==> config.mk <==
export PLATFORM = sky130hd
export DESIGN_NAME = prog_loader
export DESIGN_NICKNAME = d
export VERILOG_FILES = /design/src/rtl/prog_loader.sv
export SDC_FILE = /design/constraint.sdc
export NUM_CORES = 1
export LEC_CHECK = 0
export CAP_MARGIN = 10
export CORE_MARGIN = 2
export CORE_UTILIZATION = 42
export DETAILED_ROUTE_END_ITERATION = 6
export GPL_TIMING_DRIVEN = 1
export PLACE_DENSITY_LB_ADDON = 0.3
export SYNTH_ARGS = -nofsm -noshare
export SYNTH_HDL_FRONTEND = slang
export SYNTH_SLANG_ARGS = --single-unit
==> constraint.sdc <==
create_clock -name clk -period 4.9 [get_ports clk]
set_clock_uncertainty 0.1 [all_clocks]
set_input_delay 0.49 -clock clk [delete_from_list [all_inputs] [get_ports clk]]
set_output_delay 0.49 -clock clk [all_outputs]
set_load 0.1 [all_outputs]
==> src/rtl/prog_loader.sv <==
// Boot-time program loader: streams bytes into memory while the core is held in
// reset, reads the region back to confirm an additive checksum, then releases the core.
module prog_loader #(
    parameter int DATA_WIDTH = 8,
    parameter int ADDR_WIDTH = 16,
    parameter int BASE_ADDR  = 16,
    parameter int DEPTH      = 32
) (
    input  logic                  clk,
    input  logic                  reset,
    input  logic                  start,
    input  logic [ADDR_WIDTH-1:0] len,
    input  logic                  in_valid,
    input  logic [DATA_WIDTH-1:0] in_data,
    output logic                  in_ready,
    output logic                  mem_we,
    output logic [ADDR_WIDTH-1:0] mem_addr,
    output logic [DATA_WIDTH-1:0] mem_din,
    input  logic [DATA_WIDTH-1:0] mem_dout,
    output logic                  manual_mem,
    output logic                  core_reset_n,
    output logic                  trigger_program,
    output logic                  busy,
    output logic                  done,
    output logic [1:0]            err_code,
    output logic [DATA_WIDTH-1:0] checksum
);

    typedef enum logic [2:0] {
        S_IDLE    = 3'd0,
        S_LOAD    = 3'd1,
        S_VERIFY  = 3'd2,
        S_COMPARE = 3'd3,
        S_RELEASE = 3'd4,
        S_DONE    = 3'd5,
        S_ERROR   = 3'd6
    } state_t;

    localparam logic [ADDR_WIDTH-1:0] BASE    = ADDR_WIDTH'(BASE_ADDR);
    localparam logic [ADDR_WIDTH-1:0] MAX_LEN = ADDR_WIDTH'(DEPTH - BASE_ADDR);
    localparam logic [ADDR_WIDTH-1:0] ONE     = ADDR_WIDTH'(1);
    localparam logic [ADDR_WIDTH-1:0] ZERO    = {ADDR_WIDTH{1'b0}};

    state_t                  state_r;
    logic [ADDR_WIDTH-1:0]   len_r;
    logic [ADDR_WIDTH-1:0]   count_r;
    logic [ADDR_WIDTH-1:0]   rd_cnt_r;
    logic [ADDR_WIDTH-1:0]   cap_cnt_r;
    logic [DATA_WIDTH-1:0]   rb_sum_r;
    logic                    addr_vld_r;
    logic                    rd_vld_r;
    logic                    len_ok_s;
    logic                    hs_s;

    function automatic logic [DATA_WIDTH-1:0] csum_add(input logic [DATA_WIDTH-1:0] acc,
                                                       input logic [DATA_WIDTH-1:0] val);
        return acc + val;
    endfunction

    // Length check and stream handshake decode.
    always_comb begin
        len_ok_s = (len != ZERO) && (len <= MAX_LEN);
        hs_s     = in_valid & in_ready;
    end

    // Loader FSM with all outputs registered.
    always_ff @(posedge clk or posedge reset) begin
        if (reset) begin
            state_r         <= S_IDLE;
            len_r           <= ZERO;
            count_r         <= ZERO;
            rd_cnt_r        <= ZERO;
            cap_cnt_r       <= ZERO;
            rb_sum_r        <= {DATA_WIDTH{1'b0}};
            addr_vld_r      <= 1'b0;
            rd_vld_r        <= 1'b0;
            in_ready        <= 1'b0;
            mem_we          <= 1'b0;
            mem_addr        <= ZERO;
            mem_din         <= {DATA_WIDTH{1'b0}};
            manual_mem      <= 1'b1;
            core_reset_n    <= 1'b0;
            trigger_program <= 1'b0;
            busy            <= 1'b0;
            done            <= 1'b0;
            err_code        <= 2'b00;
            checksum        <= {DATA_WIDTH{1'b0}};
        end else begin
            case (state_r)
                S_IDLE, S_DONE, S_ERROR: begin
                    trigger_program <= 1'b0;
                    if (start) begin
                        manual_mem   <= 1'b1;
                        core_reset_n <= 1'b0;
                        done         <= 1'b0;
                        mem_we       <= 1'b0;
                        if (len_ok_s) begin
                            len_r    <= len;
                            count_r  <= ZERO;
                            checksum <= {DATA_WIDTH{1'b0}};
                            rb_sum_r <= {DATA_WIDTH{1'b0}};
                            err_code <= 2'b00;
                            busy     <= 1'b1;
                            in_ready <= 1'b1;
                            state_r  <= S_LOAD;
                        end else begin
                            err_code <= 2'b01;
                            busy     <= 1'b0;
                            in_ready <= 1'b0;
                            state_r  <= S_ERROR;
                        end
                    end
                end
                S_LOAD: begin
                    if (in_ready) begin
                        if (hs_s) begin
                            mem_we   <= 1'b1;
                            mem_addr <= BASE + count_r;
                            mem_din  <= in_data;
                            checksum <= csum_add(checksum, in_data);
                            count_r  <= count_r + ONE;
                            if (count_r + ONE == len_r) begin
                                in_ready <= 1'b0;
                            end
                        end else begin
                            mem_we <= 1'b0;
                        end
                    end else begin
                        // in_ready low here means the final write is on the bus this cycle.
                        mem_we     <= 1'b0;
                        mem_addr   <= BASE;
                        rd_cnt_r   <= ONE;
                        cap_cnt_r  <= ZERO;
                        addr_vld_r <= 1'b1;
                        rd_vld_r   <= 1'b0;
                        state_r    <= S_VERIFY;
                    end
                end
                S_VERIFY: begin
                    rd_vld_r <= addr_vld_r;
                    if (rd_cnt_r < len_r) begin
                        mem_addr   <= BASE + rd_cnt_r;
                        rd_cnt_r   <= rd_cnt_r + ONE;
                        addr_vld_r <= 1'b1;
                    end else begin
                        addr_vld_r <= 1'b0;
                    end
                    if (rd_vld_r) begin
                        rb_sum_r  <= csum_add(rb_sum_r, mem_dout);
                        cap_cnt_r <= cap_cnt_r + ONE;
                        if (cap_cnt_r + ONE == len_r) begin
                            state_r <= S_COMPARE;
                        end
                    end
                end
                S_COMPARE: begin
                    if (rb_sum_r == checksum) begin
                        manual_mem      <= 1'b0;
                        core_reset_n    <= 1'b1;
                        trigger_program <= 1'b1;
                        busy            <= 1'b0;
                        state_r         <= S_RELEASE;
                    end else begin
                        err_code <= 2'b10;
                        busy     <= 1'b0;
                        state_r  <= S_ERROR;
                    end
                end
                S_RELEASE: begin
                    trigger_program <= 1'b0;
                    done            <= 1'b1;
                    state_r         <= S_DONE;
                end
                default: begin
                    state_r <= S_IDLE;
                end
            endcase
        end
    end

endmodule

# == Word level (Yosys, flattened, before mapping) ==
# Cells that the tools add are included.
# totals
register_bits,118
inputBits,36
out_inout_bits,41
elab_cells,131
# classes
n_addsub,7
magnitude_cmp,2
n_eq_ne,20
muxes,56
n_bitwise,1
n_reduce_logical,26
# ops
cell,n
$mux 16,11
$pmux 16 s2,4
$add 16x1->16 const B,3
$mux 8,5
$add 5x16->16 const A,2
$eq 16x16->1,2
$pmux 8 s2,2
$reduce_and 3->1,7
$ne 2x2->1 const B,10
$pmux 1 s2,9
$add 8x8->8,2
$le 16x5->1 const B,1
$lt 16x16->1,1
$reduce_bool 16->1,1
$mux 1,15
$mux 3,5
$pmux 3 s5,1
$reduce_bool 2->1,6
$reduce_and 2->1,5
$eq 3x3->1 const B,3
$eq 8x8->1,1
$reduce_and 4->1,2
$eq 3x2->1 const B,2
$mux 2,3
other kinds (9),9

# == Logic depth before layout (Yosys ltp) ==
# Gate-level depths: netlist of the first run.
# logic_depth
depth_word,6
ltp_mapped,10
ltp_nobuf,8

# == Worst setup path after synthesis of the first run ==
# Ideal clock, no wire load.
# synth_path
kind,register to register
startpoint,register checksum[1]
endpoint,register checksum[7]
setup_ns,0.087
arrival_time_ns,2.574
required_ns,4.713
slack_ns,2.139
path_stages_with_launch,8
path_buffers,0
period_less_slack_ns,2.761
path_cell_list,dfrtp_1 > ha_1 > a21o_1 > a211oi_1 > o21a_1 > nor3b_1 > or4b_1 > o211ai_1
# synth_between
elab_chain_len,4
# synth_rtl
element,line,text
from (decl),26,output logic [DATA_WIDTH-1:0] checksum
from (signal assigned),87,checksum <= {DATA_WIDTH{1'b0}};
from (signal assigned),100,checksum <= {DATA_WIDTH{1'b0}};
from (signal assigned),120,"checksum <= csum_add(checksum, in_data);"
$add 8x8->8,57,return acc + val;
$mux 8,116,if (hs_s) begin
$mux 8,115,if (in_ready) begin
$pmux 8 s2,89,case (state_r)
# Every way passes these cells. The select of a mux whose other input is x is not followed.
# A chain may end at the register's enable or synchronous reset.

# == Worst setup path in the final report of the first run ==
# layout_path
startpoint,register state_r[1]
endpoint,register len_r[0]
# layout_between
elab_chain_len,3
word_cells_on_any_way,5
classes_between,eq/ne (2); reduce/logical (3)
# layout_rtl
element,line,text
from (decl),44,state_t state_r;
from (signal assigned),69,state_r <= S_IDLE;
from (signal assigned),105,state_r <= S_LOAD;
from (signal assigned),110,state_r <= S_ERROR;
$eq 3x3->1 / $logic_not 3->1 (equally long branches),89,
$reduce_or 3->1 (*),89,
$reduce_and 3->1 (no source line) (*),--,
to (signal assigned),98,len_r <= len;
to (decl),45,logic [ADDR_WIDTH-1:0] len_r;
# Mark *: on every way between the ends. The rest lies on a longest branch, timed or not.

==> results of run 1 <==
[final cells by class]
| type | count | area (um2) | area share |
|---|---|---|---|
| multi-input combinational | 685 | 4651 | 0.4923 |
| timing repair buffer | 82 | 805.8 | 0.08529 |
| sequential | 118 | 2954 | 0.3127 |
| inverter | 27 | 103.9 | 0.01099 |
| tap | 234 | 292.8 | 0.03099 |
| clock inverter | 12 | 173.9 | 0.01841 |
| clock buffer | 20 | 466.7 | 0.04940 |
[critical path, stage by stage (launching register included)]
cell and delay (ns):
sky130_fd_sc_hd__dfrtp_1 0.78, sky130_fd_sc_hd__clkinv_1 0.45, sky130_fd_sc_hd__mux2i_1 0.25, sky130_fd_sc_hd__or2_1 0.30, sky130_fd_sc_hd__nor4_4 0.79, sky130_fd_sc_hd__mux2_2 0.42
[cells in the final DEF (no fill, tap or decap), drive strengths merged, types with 6 or more instances in the layout]
cell and count:
a22o 17, buf 6, clkdlybuf4s50 76, a21o 14
nor3 18, a21oi 37, nand2 101, ha 34
clkbuf 20, dfrtp 117, mux2i 16, o21ai 84
o211ai 6, and4 7, and3 11, o31ai 17
o22ai 13, mux2 18, nand4 18, nor2 64
nand3 31, xnor2 44, nor4 14, nand2b 6
or3 8, xor2 42, inv 27
[power by group through the flow]
stage	Sequential, mW	Combinational, mW	Clock (mW)
4_1_cts	1.30	1.24	1.37
3_5_place_dp	1.31	1.23	0
3_3_place_gp	1.31	1.21	0
5_1_grt	1.33	1.35	1.42
2_1_floorplan	1.45	0.823	0
6_report	1.30	1.23	1.36
[stage by stage]
stage	hold WS, ns	instance area (um2)	std cells	setup slack (ns)
after floorplan	0.3469	7953	883	1.183
after global placement	0.3600	8807	1146	1.629
after CTS	0.3805	9448	1178	1.704
after detailed placement	0.3695	8807	1146	1.508
after global routing	0.4002	9448	1178	1.469
final	0.3750	9448	1178	1.686
[worst min-delay path by stage]
stage | start | to | slack [ns] | cells after the start
2_1_floorplan | addr_vld_r | addr_vld_r | 0.35 | 2
3_3_place_gp | mem_din[3] | mem_din[3] | 0.36 | 2
3_5_place_dp | mem_din[0] | mem_din[0] | 0.37 | 2
4_1_cts | mem_din[5] | mem_din[5] | 0.38 | 2
5_1_grt | mem_din[3] | mem_din[3] | 0.40 | 2
6_report | mem_din[5] | mem_din[5] | 0.38 | 2
[registers in the layout (all words and copies together), names as in the netlist, 2 cells and up]
name	cells
rd_cnt_r	16
err_code	2
rb_sum_r	8
len_r	16
checksum	8
state_r	3
mem_din	8
mem_addr	16
count_r	16
cap_cnt_r	16
[cell families (layout without fill, tap and decap cells)]
kind of cell / after synthesis / after routing / share of synthesized area
AND/OR/NAND/NOR: 301 / 301 / 0.1924
flip-flops: 118 / 118 / 0.3715
multiplexers: 34 / 34 / 0.05082
AO/OA/AOI/OAI: 227 / 227 / 0.1860
adder cells (fa/ha/maj): 37 / 37 / 0.05979
XOR/XNOR: 86 / 86 / 0.09471
buffers and inverters: 80 / 141 / 0.04484
[per-layer routing]
layer	GRT usage	routed length, um
met1	0.2901	9271
met2	0.3472	9810
met3	0.04084	1004
met4	0.05526	268
met5	0	0
==> flow_summary.toml, run 1 <==
[grt]
grt_start_max_net_pins = 61
first_global_vias = 6450
grt.total_usage = 0.2123
antenna_found_initial = 0
first_pass_grt_wire_length_um = 33800
grt-ovfl-total = 0

[logic_synthesis]
yosysSeqAreaShare = 0.3715
synth_edf_count = 0
yosysMostFrequentCell = "sky130_fd_sc_hd__dfrtp_1"
postSynth.topFlopCell = "sky130_fd_sc_hd__dfrtp_1"
yosys-top-cells-count = "117 x sky130_fd_sc_hd__dfrtp_1, 99 x sky130_fd_sc_hd__nand2_1, 82 x sky130_fd_sc_hd__o21ai_0"
synth_top_cell_by_area = "sky130_fd_sc_hd__dfrtp_1"
post_synth_inst_count = 883
synth_area_mm2 = 0.007953
yosys.area.top_type_share = 0.3682
async_reset_ff_frac = 1.000
syn_area_per_cell_um2 = 9.006
ys_top_cells_by_area = "sky130_fd_sc_hd__dfrtp_1 37%, sky130_fd_sc_hd__ha_1 5.3%, sky130_fd_sc_hd__o21ai_0 5.2%, sky130_fd_sc_hd__xnor2_1 4.8%, sky130_fd_sc_hd__nand2_1 4.7%"
synth.distinct_cells = 79
synth.ff_latch_count = 118
ys.warnings.count = 0
mappedNetlistNets = 955

[sta]
finalSetupViolations = 0
timing.max_slew.rel_slack = 0.2945
worst-slew-pin-transition_ns = 1.058
timing.setup.tns_ns = 0
final_max_slew_viols = 0
finalCritPeriodShare = 0.6559
rsz0062_at_grt = "false"
max_clock_freq_mhz = 311.1
post-route-min-period_ns = 3.214
final_report_hold_violation_count = 0

[detailed_routing]
drtIter0Drc = 467
detailedRoute.firstPassIterationCount = 5
post_drt_via_cell_ratio = 5.741
drt_drc_violations_left = 0
vias_post_dr = 6763
routed_wirelength_um = 20360
detail_route.wl_per_cell_um = 17.28
final_antenna_net_count = 0

[setup_path]
required_ns = 5.11
r2r.worst_path.cells = 5
worstReg2RegStart = "state_r[1]"
critPathLaunch = "state_r[1]"
worst_setup_path_start_kind = "register"
worstPathMaxFanout = 23
setup.worst_path.end_class = "register"
worst_setup_path_endpoint = "len_r[0]"
critical_path.reg2reg.endpoint = "len_r[0]"
setup_crit_path_kind = "reg -> reg"
crit_arrival_ns = 3.42
regToRegSetupSlack_ns = 1.69

[power]
vdd_ir_drop_max_v = 0.0002413
cellInternalPower_mw = 2.446
net-switching-power_mw = 1.446
power_per_cell_area_mw_per_mm2 = 411.9
clock_power_share = 0.349
p_comb_frac = 0.317
netSwitchingFraction = 0.3715
total_leakage_power_nw = 4.101
totalPowerFinal_mw = 3.891
sequentialPowerShare = 0.334

[cts]
cts_tree = "done"
hold_buffers = 0
cts_buffer_depth = 2
root_buffer_cell = "sky130_fd_sc_hd__clkbuf_16"
htree_num_levels = 4
clock_insertion_delay_worst_skew_ns = 0.42
number_of_instances_resized_during_post_cts_repair = 0
cts.repair_timing.setup_buffer_count = 0
number_of_buffers_added_by_the_clock_tree_synthesis_step = 17
cts.sinks = 118
worst_setup_hold_path_clk_slew_ns = 0.06

[layout]
fillerInstances = 1747
layout-drive-gt1-share = 0.08581
area_growth_pct = 18.80
antenna_cells = 0
finish.net_count = 1003
post-route-util = 0.5068

[die]
die_h_um = 141.6
number_of_top_level_pins = 77
design.core.area_mm2 = 0.01864
initial_utilization = 0.4266
fp.dieW_um = 141.6
num_rows = 50
area_of_the_die_mm2 = 0.02005

[worst_hold_path]
hold_path.class = "reg -> reg"

[placed_design]
hpwl_um = 14310
gp_routability_congestion = 0.8542
port-buffer-count = 76

[flow_run]
timing.max_cap.violations = 0

[outcome]
status = "complete, no violations"
Power figures use the tool's default switching activity.
==> run 2: changes to the inputs <==
==> constraint.sdc (replaced) <==
create_clock -name clk -period 3.3 [get_ports clk]
set_clock_uncertainty 0.1 [all_clocks]
set_input_delay 0.33 -clock clk [delete_from_list [all_inputs] [get_ports clk]]
set_output_delay 0.33 -clock clk [all_outputs]
set_load 0.1 [all_outputs]
==> run 2 against run 1 <==
Effect of this change:
- critical path type unchanged
- via count fell by 0.78%
- register-to-register slack got worse by 1.3 ns
- first-iteration DRC count rose by 13%
- hold slack got worse by 0.30 ns
- sequential share of layout area fell by 0.24 points
- critical path depth rose by 3
- largest cell class unchanged
- flip-flop and latch count did not move
- largest power group is now combinational cells
==> flow_summary.toml, run 2 (synthesis gave the netlist of run 1 again) <==
[outcome]
status = "complete, no violations"

[grt]
first_pass_grt_wire_length_um = 33680
antenna_found_initial = 0
grt.total_usage = 0.2095
grt-ovfl-total = 0
first_global_vias = 6434
grt_start_max_net_pins = 72

[layout]
layout-drive-gt1-share = 0.09644
finish.net_count = 1014
layout.cells.most_common = "sky130_fd_sc_hd__dfrtp_1"
fillerInstances = 1729
sequential_area_mm2 = 0.002954
area_growth_pct = 19.73
antenna_cells = 0
most_frequent_cells_in_the_layout = "117 x sky130_fd_sc_hd__dfrtp_1, 99 x sky130_fd_sc_hd__nand2_1, 82 x sky130_fd_sc_hd__o21ai_0"
multiInputGateArea_mm2 = 0.004651

[sta]
max_clock_freq_mhz = 345.0
timing.setup.tns_ns = 0
post-route-min-period_ns = 2.898
postLayoutSetupSlackWorst_ns = 0.4019
timing.max_slew.rel_slack = 0.3411
worst-slew-pin-transition_ns = 0.9853
final_report_hold_violation_count = 0
final_max_slew_viols = 0
rsz0062_at_grt = "false"
finalCritPeriodShare = 0.8782
finalSetupViolations = 0

[die]
design.core.area_mm2 = 0.01864
fp.dieW_um = 141.6
number_of_top_level_pins = 77
die_h_um = 141.6
num_rows = 50
area_of_the_die_mm2 = 0.02005
initial_utilization = 0.4266

[detailed_routing]
detailedRoute.firstPassIterationCount = 5
final_antenna_net_count = 0
drt_drc_violations_left = 0
drtIter0Drc = 529
vias_post_dr = 6710
post_drt_via_cell_ratio = 5.648
routed_wirelength_um = 20330
detail_route.wl_per_cell_um = 17.12

[setup_path]
worstPathMaxFanout = 10
worstReg2RegStart = "len_r[5]"
critical_path.reg2reg.endpoint = "rd_cnt_r[14]"
worst_setup_path_start_kind = "register"
required_ns = 3.49
setup.worst_path.end_class = "register"
setup_crit_path_kind = "reg -> reg"
crit_arrival_ns = 3.09
regToRegSetupSlack_ns = 0.40
r2r.worst_path.cells = 8

[power]
power_per_cell_area_mw_per_mm2 = 600.7
vdd_ir_drop_max_v = 0.0003664
total_leakage_power_nw = 4.140

[cts]
cts_tree = "done"
cts.repair_timing.setup_buffer_count = 0
cts_buffer_depth = 2
root_buffer_cell = "sky130_fd_sc_hd__clkbuf_16"
worst_setup_hold_path_clk_slew_ns = 0.05
number_of_buffers_added_by_the_clock_tree_synthesis_step = 17
hold_buffers = 0
cts.sinks = 118
number_of_instances_resized_during_post_cts_repair = 0
clock_insertion_delay_worst_skew_ns = 0.43
htree_num_levels = 4

[placed_design]
port-buffer-count = 76
hpwl_um = 14680
gp_routability_congestion = 0.8539
pre_cts_ws_ns = 0.4906

[worst_hold_path]
hold_path.class = "in -> async"

[flow_run]
timing.max_cap.violations = 0
run 2: changes by cell type in the layout (fill, tap and decap cells not counted):
cell,delta
sky130_fd_sc_hd__buf_4,+10
sky130_fd_sc_hd__buf_12,+3
sky130_fd_sc_hd__clkbuf_8,-2
sky130_fd_sc_hd__clkdlybuf4s50_1,-2
sky130_fd_sc_hd__clkinv_4,+2
sky130_fd_sc_hd__clkinvlp_4,+2
sky130_fd_sc_hd__bufinv_16,-1
sky130_fd_sc_hd__clkbuf_1,+1
sky130_fd_sc_hd__clkinv_2,-1
sky130_fd_sc_hd__inv_4,-1
sky130_fd_sc_hd__inv_6,-1
run 2: per-stage QoR:
| step | total power [mW] | area (um2) | std cells | hold slack (ns) | utilization |
|---|---|---|---|---|---|
| 2_1_floorplan | 3.369 | 7956 | 883 | 0.3354 | - |
| 3_3_place_gp | 3.811 | 8924 | 1157 | 0.3614 | 0.4787 |
| 3_5_place_dp | 3.844 | 8924 | 1157 | 0.3645 | 0.4787 |
| 4_1_cts | 5.763 | 9522 | 1188 | 0.06892 | 0.5107 |
| 5_1_grt | 6.038 | 9522 | 1188 | 0.09789 | 0.5107 |
| 6_report | 5.720 | 9522 | 1188 | 0.07649 | 0.5107 |
run 2: worst max-delay path by stage:
stage	cells past startpoint	slack (ns)	startpoint	to
global route	8	0.24	len_r[5]	rd_cnt_r[14]
detailed placement	8	0.49	len_r[5]	rd_cnt_r[14]
CTS	8	0.40	len_r[5]	rd_cnt_r[14]
global placement	8	0.56	len_r[5]	rd_cnt_r[13]
finish	8	0.40	len_r[5]	rd_cnt_r[14]
floorplan	7	0.54	checksum[1]	checksum[7]
run 2: worst max-delay path: stages, from the launching register on:
cell and delay (ns):
sky130_fd_sc_hd__dfrtp_1 0.45, sky130_fd_sc_hd__inv_1 0.10, sky130_fd_sc_hd__ha_1 0.33, sky130_fd_sc_hd__and4_1 0.24, sky130_fd_sc_hd__a2111oi_4 0.33, sky130_fd_sc_hd__o31ai_2 0.15
sky130_fd_sc_hd__a211oi_4 0.56, sky130_fd_sc_hd__mux2i_1 0.37, sky130_fd_sc_hd__o32ai_2 0.13
run 2: power breakdown:
part	switching [mW]	internal [mW]
logic	1.21	0.736
registers	0.252	1.62
clock network	0.695	1.20
total	2.16	3.56
run 2: cell type report:
cell class / count / area share
repair buffers: 93 / 0.09671
inverters: 27 / 0.01104
multi-input cells: 685 / 0.4884
clock inverters: 12 / 0.01629
flip-flops and latches: 118 / 0.3102
clock buffers: 19 / 0.04652
well taps: 234 / 0.03075
run 2: metal layers:
layer / routed length [um] / global-route usage / part of all wire
met1: 9508 / 0.2924 / 0.47
met2: 9441 / 0.3270 / 0.46
met3: 927 / 0.04117 / 0.046
met4: 456 / 0.07053 / 0.022
met5: 0 / 0 / 0
==> run 3: changes to the inputs <==
--- a/config.mk
+++ b/config.mk
@@ -9,6 +9,7 @@
 export CORE_MARGIN = 2
 export CORE_UTILIZATION = 42
 export DETAILED_ROUTE_END_ITERATION = 6
+export GPL_ROUTABILITY_DRIVEN = 0
 export GPL_TIMING_DRIVEN = 1
 export PLACE_DENSITY_LB_ADDON = 0.3
 export SYNTH_ARGS = -nofsm -noshare
==> results of run 3 <==
No change in the layout: final DEF, timing and power equal those of run 2.
